==> src/rtl/arith_op_sequencer.sv <==
// rtl/arith_op_sequencer.sv - steps the arithmetic unit opcode through a latched program (optional macro: SEQ_RETRIG_EN)
module arith_op_sequencer #(
    parameter int         NUM_SLOTS   = 4,
    parameter int         DWELL_W     = 16,
    parameter int         AU_LATENCY  = 1,
    parameter logic [1:0] IDLE_OPCODE = 2'b00
) (
    input  logic               Clk,
    input  logic               Reset,
    input  logic               Enable,
    input  logic               Trigger,
    input  logic               Abort,
    input  logic [7:0]         Program,
    input  logic [1:0]         NumSteps,
    input  logic [DWELL_W-1:0] Dwell,
    input  logic               Loop,
    output logic [1:0]         OpCode,
    output logic [1:0]         StepIdx,
    output logic               Busy,
    output logic               ResultValid,
    output logic               Done
);

    typedef enum logic [0:0] {
        ST_IDLE = 1'b0,
        ST_RUN  = 1'b1
    } state_t;

    // Cycle index within a step at which the unit result first matches the opcode.
    localparam logic [DWELL_W-1:0] LAT = DWELL_W'(AU_LATENCY);

    state_t             state, state_n;
    logic               trig_q;
    logic               rise;
    logic               start;
    logic [7:0]         prog_q, prog_n;
    logic [1:0]         nsteps_q, nsteps_n;
    logic [DWELL_W-1:0] dwell_q, dwell_n;
    logic               loop_q, loop_n;
    logic [1:0]         step_n;
    logic [DWELL_W-1:0] cyc_q, cyc_n;
    logic               busy_n;
    logic               done_n;
    logic [1:0]         opcode_n;
    logic               rv_n;

    assign rise = Trigger & ~trig_q;

    // Next-state and registered-output values; the opcode is picked from the
    // configuration that will be latched, so a start shows slot 0 immediately.
    always_comb begin
        state_n  = state;
        prog_n   = prog_q;
        nsteps_n = nsteps_q;
        dwell_n  = dwell_q;
        loop_n   = loop_q;
        step_n   = StepIdx;
        cyc_n    = cyc_q;
        done_n   = 1'b0;
        start    = 1'b0;
        case (state)
            ST_IDLE: begin
                step_n = 2'd0;
                cyc_n  = '0;
                if (rise && Enable && !Abort) begin
                    start = 1'b1;
                end
            end
            ST_RUN: begin
                if (Abort || !Enable) begin
                    state_n = ST_IDLE;
                    step_n  = 2'd0;
                    cyc_n   = '0;
                end
`ifdef SEQ_RETRIG_EN
                else if (rise) begin
                    start = 1'b1;
                end
`endif
                else if (cyc_q == dwell_q - DWELL_W'(1)) begin
                    cyc_n  = '0;
                    step_n = 2'd0;
                    if (StepIdx != nsteps_q) begin
                        step_n = StepIdx + 2'd1;
                    end else if (!loop_q) begin
                        state_n = ST_IDLE;
                        done_n  = 1'b1;
                    end
                end else begin
                    cyc_n = cyc_q + DWELL_W'(1);
                end
            end
            default: begin
                state_n = ST_IDLE;
                step_n  = 2'd0;
                cyc_n   = '0;
            end
        endcase
        if (start) begin
            state_n  = ST_RUN;
            prog_n   = Program;
            nsteps_n = NumSteps;
            dwell_n  = (Dwell == '0) ? DWELL_W'(1) : Dwell;
            loop_n   = Loop;
            step_n   = 2'd0;
            cyc_n    = '0;
        end
        busy_n   = (state_n == ST_RUN);
        opcode_n = busy_n ? prog_n[{step_n, 1'b0} +: 2] : IDLE_OPCODE;
        rv_n     = busy_n && (cyc_n >= LAT);
    end

    // State, configuration latches, counters and all outputs.
    always_ff @(posedge Clk or negedge Reset) begin
        if (!Reset) begin
            state       <= ST_IDLE;
            trig_q      <= 1'b0;
            prog_q      <= '0;
            nsteps_q    <= '0;
            dwell_q     <= DWELL_W'(1);
            loop_q      <= 1'b0;
            cyc_q       <= '0;
            StepIdx     <= 2'd0;
            OpCode      <= IDLE_OPCODE;
            Busy        <= 1'b0;
            ResultValid <= 1'b0;
            Done        <= 1'b0;
        end else begin
            state       <= state_n;
            trig_q      <= Trigger;
            prog_q      <= prog_n;
            nsteps_q    <= nsteps_n;
            dwell_q     <= dwell_n;
            loop_q      <= loop_n;
            cyc_q       <= cyc_n;
            StepIdx     <= step_n;
            OpCode      <= opcode_n;
            Busy        <= busy_n;
            ResultValid <= rv_n;
            Done        <= done_n;
        end
    end

endmodule

==> config.mk <==
export PLATFORM = sky130hd
export DESIGN_NAME = arith_op_sequencer
export DESIGN_NICKNAME = d
export VERILOG_FILES = /design/src/rtl/arith_op_sequencer.sv
export SDC_FILE = /design/constraint.sdc
export NUM_CORES = 1
export LEC_CHECK = 0
export ABC_AREA = 1
export CAP_MARGIN = 30
export CORE_ASPECT_RATIO = 1.5
export CORE_MARGIN = 3
export CORE_UTILIZATION = 25
export DETAILED_ROUTE_END_ITERATION = 12
export PLACE_DENSITY = 0.48
export RECOVER_POWER = 50
export SYNTH_ARGS = -nofsm -noshare
export SYNTH_HDL_FRONTEND = slang
export SYNTH_SLANG_ARGS = --single-unit
==> constraint.sdc <==
create_clock -name Clk -period 2.34 [get_ports Clk]
set_clock_uncertainty 0.05 [all_clocks]
set_input_delay 0.585 -clock Clk [delete_from_list [all_inputs] [get_ports Clk]]
set_output_delay 0.585 -clock Clk [all_outputs]
set_load 0.01 [all_outputs]
==> results of run 1 <==
[layout by cell type, fill, tap and decap left out, types with 4 or more instances in the layout]
cell type	instances
nor3_1	4
buf_6	6
nor2_1	32
dfrtp_1	47
inv_1	63
inv_2	7
xor2_1	14
buf_4	44
o21ai_0	20
clkbuf_16	5
nand4_1	7
nor4_1	5
nand2_2	16
xnor2_1	8
nand2_4	7
nor2_2	7
clkdlybuf4s50_1	36
nand3_1	27
nor2_4	13
nand3_2	12
or2_2	12
nand2_1	115
[per-stage QoR]
stage	total power, W	cells	instance area, um^2	utilization [%]	setup TNS [ns]
final	0.00291	697	4620	36.5	-0.0890
after global routing	0.00309	697	4620	36.5	-0.614
after CTS	0.00285	689	4360	34.5	-0.00425
after detailed placement	0.00195	682	4150	32.9	-0.206
after global placement	0.00194	682	4150	32.9	-0.0768
after floorplan	0.00160	449	3260	-	0
[critical path: stages, from the launching register on]
cell and delay, ns:
dfrtp_1 0.41, buf_6 0.13, nor2_4 0.14, nand2_4 0.10, nor2_8 0.16, buf_6 0.13, nand2_4 0.04, nand2_4 0.07
nand2_4 0.05, nor2_4 0.09, nand2_2 0.07, nor2_4 0.12, nand3_4 0.12, buf_6 0.15, nand2_4 0.07, nand3_4 0.11
nand2_2 0.08, nand3_2 0.07, a21oi_2 0.14
[cells by family (layout without fill, tap and decap cells)]
group | Yosys count | after routing
AO/OA/AOI/OAI | 29 | 29
adder cells (fa/ha/maj) | 2 | 2
buffers and inverters | 77 | 168
flip-flops | 51 | 51
AND/OR/NAND/NOR | 268 | 269
XOR/XNOR | 22 | 22
[cell type report]
cell class / instances / area [um^2] / area share [%]
sequential: 51 / 1280 / 27.8
tap: 156 / 195 / 4.23
inverter: 70 / 263 / 5.69
clock inverter: 1 / 30.0 / 0.650
clock buffer: 6 / 129 / 2.79
timing repair buffer: 91 / 802 / 17.4
multi-input combinational: 322 / 1920 / 41.5
[what timing repair did]
action,CTS,global route
gates resized for setup,13,51
pin swaps,5,25
setup buffers,0,7
setup endpoints to repair,4,6
cloned,0,1
[per-layer routing]
metal | up-vias | part of all wire [%] | track usage [%]
met4 | 0 | 1.5 | 4.24
met3 | 8 | 3.2 | 1.82
met1 | 1466 | 41 | 15.0
met2 | 50 | 55 | 25.2
li1 | 1583 | - | -
met5 | - | 0 | 0
[report_power, final]
group / total, W / internal, W / switching [W]
Combinational: 0.000969 / 0.000432 / 0.000537
Clock: 0.000853 / 0.000501 / 0.000352
Sequential: 0.00109 / 0.000989 / 0.000102
Total: 0.00291 / 0.00192 / 0.000991
[sequential cells by signal (all words and copies together), names as in the netlist, 2 cells and up]
register / flops
prog_q: 8
dwell_q: 16
StepIdx: 2
OpCode: 2
nsteps_q: 2
cyc_q: 16
[final timing paths]
kind | start | endpoint | slack (ns) | depth (start not counted)
min in group Clk | loop_q$_DFFE_PN0P_ | loop_q$_DFFE_PN0P_ | 0.45 | 2
hold reg to reg | loop_q$_DFFE_PN0P_ | loop_q$_DFFE_PN0P_ | 0.45 | 2
hold / removal | Reset | cyc_q[10]$_DFF_PN0_ | 0.42 | 1
max in group asynchronous | Reset | dwell_q[3]$_DFFE_PN0P_ | 0.71 | 2
setup / recovery | dwell_q[1]$_DFFE_PN0P_ | OpCode[1]$_DFF_PN0_ | -0.05 | 18
setup reg to reg | dwell_q[1]$_DFFE_PN0P_ | OpCode[1]$_DFF_PN0_ | -0.05 | 18
==> impl_results.md, run 1 <==
- Failing checks: setup timing
- Cell Rows: 50
- Post-synthesis sequential area ratio: about two fifths
- CP Launch Type: flop
- Post-synthesis mux area share: 0%
- CTS root buffer: clkbuf_16
- Main combinational cell family by area after synthesis: simple AND/OR/NAND/NOR gates
- Remaining antenna violation count: 0
- Max Clk Rate: 419 MHz
- Worst EP arrival: 2.56 ns
- Fillcell total: 1,322
- DIE HEIGHT: ~150 um
- DR vias: 3,107
- RSZ-0062 raised after global routing: true
- Mapped Area: 3260 um^2
- Fin worst setup slack: -0.0471 ns
- Clock transition at the registers of the reported paths: 0.07 ns
- N_diodes: 0
- Worst-skew pair later-pin latency: 0.30 ns
- NumNets Final: ~580
- Crit path required time: 2.51 ns
- Routed len/inst: around 14 um
- Ports: 39
- Max VDD drop: roughly 0.33 mV
- WHS: 0.421 ns
- Max Cap Viol: 0
- Vias in the first global route: about 3,200
- Clock Path Buffers: 2
- Crit. End Element: flop
- Main synth FF type: dfrtp_1
- Simple-Gate Fraction of Synth Area: around two fifths
- Pleak: 2.22 nW
- Clock sinks: 51
- Grt ovf: 0
- Syn avg cell area: 7.25 um^2
- Max-slew headroom: between 20% and 30%
- Xor and xnor area share after synthesis: roughly 6%
- Worst Hold Class: input port to async pin
- Dpl ws: -0.0850 ns
- Initial antenna violation count: 0
- Total Wirelength: approximately 9600 um
- Status: complete, but fails checks
- Post-DR vias/cell: 4.46
- Post-CTS Hold Fix Bufs: 0
- Cell count after synthesis: about 450
- Pwr per Cell Area: 631 nW/um^2
- Routability Congestion: 0.859
- Yosys reg bits: 51
- Floorplan die width: about 99 um
- Port Buf Inserts: 38
- Max-slew violation count: 0
- WS Path Type: flop to flop
- First-pass GRT wire length: 15,200 um
- Post-synth top cells: nand2_1 (123), inv_1 (67), dfrtp_1 (50), nor2_1 (41), nand3_1 (37)
- Final setup vio count: 2
- Count leader, synth: nand2_1
- Adder-Cell Fraction of Synth Area: 0.768%
- Post-synth EDFFs: 0
- Full die area: about 14,000 um^2
- Min Tclk post-route: 2.39 ns
- Post-synth top area cell: dfrtp_1
- GRT Overall Usage: 13.3%
- Syn Nets: a little under 500
- Syn. warnings: 0
- Final hold violations: 0
- Pin count of the biggest net entering global routing: 21
- Starting Density: 25.8%
- Synth async-reset ratio: 100%
- CTS buffer count: 5
- # DRC: 0
- P&R area growth vs syn: 41.8%
- Post-synthesis cell type count: 34
- Worst-path fanout max: 6
- Core area: 12,600 um^2
- Synth Area in Compound Gates: roughly 5%
- DP HPWL: 7490 um
- Final period util: 102%
- TritonCTS clock tree: yes
- Yosys top cell area share: 38.4%
- Worst-Margin Slew: 1.11 ns
- Synth top area cells: dfrtp_1 (38%), nand2_1 (14%), inv_1 (7.7%)
- Drt initial violations: 83
- Drt pass-1 iters: 4
- Fraction of layout cells with a size suffix above 1: approximately 28%
- H-tree levels: 2
Note: power is estimated with default switching activity, not from simulation.
==> run 2: changes to the inputs <==
- GPL_TIMING_DRIVEN: default -> 0
- HOLD_SLACK_MARGIN: default -> 0.02
==> run 2 against run 1 <==
  * The run still ends with setup timing left
  * Die area unchanged
  * Setup slack improved by 0.031 ns
  * Total power fell by 4.0%
  * Via count down 6.3%
  * Cell count shrank 5.3%
  * Critical path depth decreased by 4
  * Wire length fell by 7.2%
  * Sequential share of layout area increased by 2.2 points
  * Non-clock buffer count decreased by 37
  * Fmax is 1.3% higher
  * Register-to-register slack better by 0.03 ns
  * Highest routed layer unchanged
==> impl_results.md, run 2 (same netlist as run 1, synthesis figures left out) <==
- Status: complete, but fails checks
- Failing checks: setup timing
- Dpl ws: -0.650 ns
- Worst-Margin Slew: 0.945 ns
- CTS root buffer: clkbuf_16
- P_sw: between 0.0009 and 0.001 W
- DR vias: 2,912
- Post-DR vias/cell: approximately 4.4
- P&R area growth vs syn: 31.8%
- Final core utilization: between 30% and 40%
- Pwr per Cell Area: ~650 nW/um^2
- # DRC: 0
- Fraction of layout cells with a size suffix above 1: a little over a fifth
- Logic pwr share: 29.5%
- Clk network pwr share: 31.1%
- Pleak: 2.04 nW
- Reg-to-Reg Start: dwell_q[0]$_DFFE_PN1P_
- Final period util: 101%
- Final hold violations: 0
- Vias in the first global route: 3,120
- Starting Density: between 20% and 30%
- Clock Path Buffers: 2
- Final setup vio count: 3
- Non-Filler Instances: 660
- Total Wirelength: 8860 um
- Pwr Total: 0.00280 W
- Pin count of the biggest net entering global routing: 37
- Biggest regs: cyc_q: 16 flops, dwell_q: 16 flops, prog_q: 8 flops
- H-tree levels: 2
- Ports: 39
- Fin worst setup slack: -0.0160 ns
- DIE HEIGHT: between 100 and 150 um
- CTS buffer count: 5
- Placed insts: 644
- Min Tclk post-route: about 2.4 ns
- Int Power: ~0.0019 W
- GRT Overall Usage: between 10% and 20%
- Max Clk Rate: between 400 and 500 MHz
- Most common cell after layout, fill and taps aside: nand2_1
- Sequential group share of total power: 39.3%
- R2R Path End: OpCode[1]$_DFF_PN0_
- N_diodes: 0
- Routed len/inst: roughly 13 um
- TritonCTS clock tree: yes
- Worst EP arrival: 2.53 ns
- Worst-skew pair later-pin latency: 0.30 ns
- Drt pass-1 iters: 4
- Grt ovf: 0
- Core area: roughly 13,000 um^2
- Max-slew headroom: between 30% and 40%
- Drt initial violations: 90
- Reg2Reg Depth: 14
- Final non-filler cell area: 4290 um^2
- Switching share of total power: between 30% and 40%
- Post-DP Area: 3850 um^2
- Port Buf Inserts: 38
- Max-slew violation count: 0
- Clock transition at the registers of the reported paths: about 0.070 ns
- RSZ-0062 raised after global routing: true
- Crit. End Element: flop
- Worst-path fanout max: 6
- Floorplan die width: around 100 um
- Full die area: 14,500 um^2
- Max VDD drop: 0.305 mV
- NumNets Final: between 500 and 600
- Remaining antenna violation count: 0
- Crit path required time: ~2.5 ns
- DP HPWL: 6890 um
- Max Cap Viol: 0
- Clock sinks: 51
- Cell Rows: 50
- Initial antenna violation count: 0
- First-pass GRT wire length: about 15,000 um
- CP Launch Type: flop
- Fillcell total: approximately 1,400
- Most frequent cells in the layout: nand2_1 (119), inv_1 (64), dfrtp_1 (45), clkdlybuf4s50_1 (36), nor2_1 (34)
- Reg2reg setup slack: -0.02 ns
- WS Path Type: flop to flop
- Routability Congestion: 0.805
- Worst Hold Class: input port to async pin
[run 2: changes by cell type in the layout (fill, tap and decap cells not counted), moves of 3 or more]
cell,previous run,this run
buf_4,44,7
buf_6,6,1
clkbuf_2,2,6
inv_2,7,4
nand2_1,115,119
nand2_2,16,13
o21ai_0,20,15
o21ai_1,0,4
[run 2: layout make-up]
type	instances	area, um^2	share of cell area (%)
Buffer	6	40.0	0.933
Clock buffer	6	139	3.24
Clock inverter	2	35.0	0.816
Inverter	70	268	6.24
Multi-Input combinational cell	321	1870	43.5
Sequential cell	51	1280	29.9
Tap cell	156	195	4.55
Timing Repair Buffer	48	463	10.8
[run 2: worst max-delay path, cell delays in order (launching register included)]
cell and delay [ns]:
dfstp_2 0.56, inv_4 0.07, ha_4 0.26, xor2_1 0.14, and3_4 0.21, nand3_2 0.08, nor2_4 0.17, buf_4 0.13
buf_4 0.10, nand3_4 0.08, nand3_2 0.10, nand2_4 0.07, inv_2 0.07, nand3_1 0.06, a21oi_1 0.14
[run 2: how the worst max path moves through the flow]
stage | startpoint | to | depth (start not counted) | slack [ns]
2_1_floorplan | dwell_q[0]$_DFFE_PN1P_ | ResultValid$_DFF_PN0_ | 16 | 0.21
3_3_place_gp | Reset | dwell_q[1]$_DFFE_PN0P_ | 1 | -1.09
3_5_place_dp | Trigger | dwell_q[12]$_DFFE_PN0P_ | 8 | -0.65
4_1_cts | dwell_q[1]$_DFFE_PN0P_ | ResultValid$_DFF_PN0_ | 15 | -0.1
5_1_grt | dwell_q[0]$_DFFE_PN1P_ | OpCode[0]$_DFF_PN0_ | 13 | -0.14
6_report | dwell_q[0]$_DFFE_PN1P_ | OpCode[1]$_DFF_PN0_ | 14 | -0.02
[run 2: through the flow]
stage | TNS, ns | hold slack (ns)
5_1_grt | -0.518 | 0.431
3_3_place_gp | -68.84 | 0.432
4_1_cts | -0.101 | 0.178
3_5_place_dp | -14.18 | 0.435
2_1_floorplan | 0 | 0.239
6_report | -0.0234 | 0.335
[run 2: metal layers]
layer	track usage [%]	routed length [um]	part of all wire, %	up-vias
met1	14.2	3610	41	1331
met5	0	0	0	-
met4	5.06	199	2.2	0
met3	2.49	363	4.1	12
li1	-	-	-	1512
met2	23.5	4690	53	57
[run 2: power by group through the flow]
stage	clock network (W)	registers, W	logic [W]
floorplan	0	0.00107	0.000528
global placement	0	0.00110	0.000718
detailed placement	0	0.00110	0.000728
CTS	0.000901	0.00109	0.000793
global route	0.000926	0.00111	0.000939
finish	0.000871	0.00110	0.000826
[run 2: timing repair]
item,in CTS,in global routing
buffers inserted,7,2
setup endpoints to repair,36,14
gates resized for setup,34,32
pin swaps,9,12
hold buffers,0,0
cloned,0,0
==> run 3: changes to the inputs <==
- PLACE_DENSITY: 0.48 -> default
- PLACE_DENSITY_LB_ADDON: default -> 0.12
- TNS_END_PERCENT: default -> 20
==> run 3 against run 2 <==
  * The flow still finishes with violations (setup timing)
  * Via count is 1.5% higher
  * Register-to-register slack hardly changed
  * Count of clock-buffer cells in the layout stayed put
  * Total power is 2.9% higher
  * Sequential share of layout area is 0.50 points lower
  * Global-route usage is 0.75 points higher
  * Cell area is 1.6% higher
  * Die area stayed put
  * Setup slack worse by 0.0046 ns
  * Fmax is 0.20% lower
  * Critical path depth stayed put
  * Sequential power hardly changed
  * Highest routed layer unchanged
==> impl_results.md, run 3 (same netlist as run 1, synthesis figures left out) <==
- Starting Density: 25.8%
- Post-DR vias/cell: roughly 4.5
- Dpl ws: -0.702 ns
- Sum Neg Setup Slack: -0.0230 ns
- WHS: 0.395 ns
- Full die area: 14,500 um^2
- R2R Path End: OpCode[1]$_DFF_PN0_
- Worst-Margin Slew: between 1 and 1.5 ns
- NumNets Final: 540
- CTS root buffer: clkbuf_16
- Max VDD drop: 0.356 mV
- RSZ-0062 raised after global routing: true
- Drt pass-1 iters: 4
- Core area: 12,600 um^2
- First-pass GRT wire length: 15,500 um
- Worst EP arrival: between 2 and 3 ns
- Pleak: 2.08 nW
- Final setup vio count: 2
- Port Buf Inserts: 38
- Final non-filler cell area: about 4400 um^2
- Worst-path fanout max: 4
- H-tree levels: 2
- Crit path required time: 2.52 ns
- Routability Congestion: 0.805
- Post-DP Area: 3850 um^2
- DP HPWL: ~7300 um
- Clock sinks: 51
- Worst Hold Class: input port to async pin
- N_diodes: 0
- WS Path Type: flop to flop
- Fin worst setup slack: -0.0207 ns
- Drt initial violations: 143
- Crit. End Element: flop
- Initial antenna violation count: 0
- Slowest cell on crit path: dfstp_2
- Final core utilization: ~35%
- Min Tclk post-route: 2.36 ns
- Max Clk Rate: 424 MHz
- Max Cap Viol: 0
- Biggest regs: cyc_q: 16 flops, dwell_q: 16 flops, prog_q: 8 flops
- Total Wirelength: 9290 um
- Floorplan die width: just under 100 um
- Reg-to-Reg Start: dwell_q[0]$_DFFE_PN1P_
- P&R area growth vs syn: 33.9%
- Vias in the first global route: 3,241
- Area taken by multi-input logic gates: 1900 um^2
- Reg2reg setup slack: -0.02 ns
- Reg2Reg Depth: 14
- Routed len/inst: 14.0 um
- Register area: 1280 um^2
- Clock Path Buffers: 2
- DR vias: approximately 3,000
- Pwr per Cell Area: ~660 nW/um^2
- CP Launch Type: flop
- Failing checks: setup timing
- Grt ovf: 0
- Most frequent cells in the layout: nand2_1 (117), inv_1 (65), dfrtp_1 (46), clkdlybuf4s50_1 (36), nor2_1 (34)
- Fraction of layout cells with a size suffix above 1: 22.1%
- Remaining antenna violation count: 0
- Most common cell after layout, fill and taps aside: nand2_1
- CP peak stage delay: approximately 0.56 ns
- Ports: 39
- TritonCTS clock tree: yes
- Crit path top cell by count: nand3_2
- Pin count of the biggest net entering global routing: 35
- Status: complete, but fails checks
- Fillcell total: 1,377
- Max-slew violation count: 0
- GRT Overall Usage: 13.6%
- Max-slew headroom: 31.4%
- DIE HEIGHT: 146 um
- Worst-skew pair later-pin latency: ~0.30 ns
- CTS buffer count: 5
- Clock transition at the registers of the reported paths: 0.08 ns
- Cell Rows: 50
- Final hold violations: 0
- Final period util: 101%
- Critical path cell sequence: inv_4 > ha_4 > xor2_1 > and3_1 > nand3_2 > nor2_4 > buf_4 > buf_4 > nand3_4 > nand3_2 > nand2_4 > inv_2 > nand3_2 > a21oi_2
- # DRC: 0
-- run 3: cell count changes in the layout (fill, tap and decap cells not counted), sizes merged --
cell and change:
bufinv +1, clkinv -1, buf +3
-- run 3: layer usage --
layer	routed length [um]	global-route usage, %
met5	0	0
met4	252	5.26
met3	261	1.92
met2	5100	25.5
met1	3680	15.0
-- run 3: per-stage QoR --
step,cells,total power (W)
finish,663,0.00288
global route,663,0.00307
CTS,661,0.00288
detailed placement,644,0.00184
global placement,643,0.00183
floorplan,449,0.00160
-- run 3: layout make-up --
cell class                      count  share of cell area (%)
Buffer                              6                   0.803
Inverter                           70                    6.20
Timing Repair Buffer               51                    11.2
Sequential cell                    51                    29.4
Clock buffer                        6                    2.95
Multi-Input combinational cell    321                    43.6
Tap cell                          156                    4.48
Clock inverter                      2                    1.38
-- run 3: critical path, delay by kind of cell (launching register included) --
family / cells / cell delay, ns
and+or+nand+nor: 7 / 0.79
DFF: 1 / 0.56
xor gates and xnor gates: 1 / 0.13
adders and majority gates: 1 / 0.26
AOI/OAI and AO/OA: 1 / 0.14
buffers and inverters: 4 / 0.34
-- run 3: timing repair --
item / 4_1_cts / 5_1_grt
resized for setup: 44 / 25
buffers inserted: 10 / 2
hold buffers: 0 / 0
cloned: 0 / 0
pin swaps: 13 / 14
setup endpoints to repair: 36 / 17
-- run 3: worst max path at each step --
stage                                      start                       to  slack, ns  cells past startpoint
after floorplan           dwell_q[0]$_DFFE_PN1P_    ResultValid$_DFF_PN0_       0.21                     16
after global placement                     Reset   dwell_q[1]$_DFFE_PN0P_      -1.11                      1
after detailed placement                 Trigger  nsteps_q[0]$_DFFE_PN0P_      -0.70                      8
after CTS                 dwell_q[0]$_DFFE_PN1P_      OpCode[1]$_DFF_PN0_     -0.008                     13
after global routing      dwell_q[0]$_DFFE_PN1P_      OpCode[1]$_DFF_PN0_      -0.14                     13
final                     dwell_q[0]$_DFFE_PN1P_      OpCode[1]$_DFF_PN0_      -0.02                     14
-- run 3: power by group --
part / total, W / internal [W] / switching, W
registers: 0.00109 / 0.000987 / 0.000107
clock network: 0.000966 / 0.000615 / 0.000351
logic: 0.000819 / 0.000332 / 0.000487
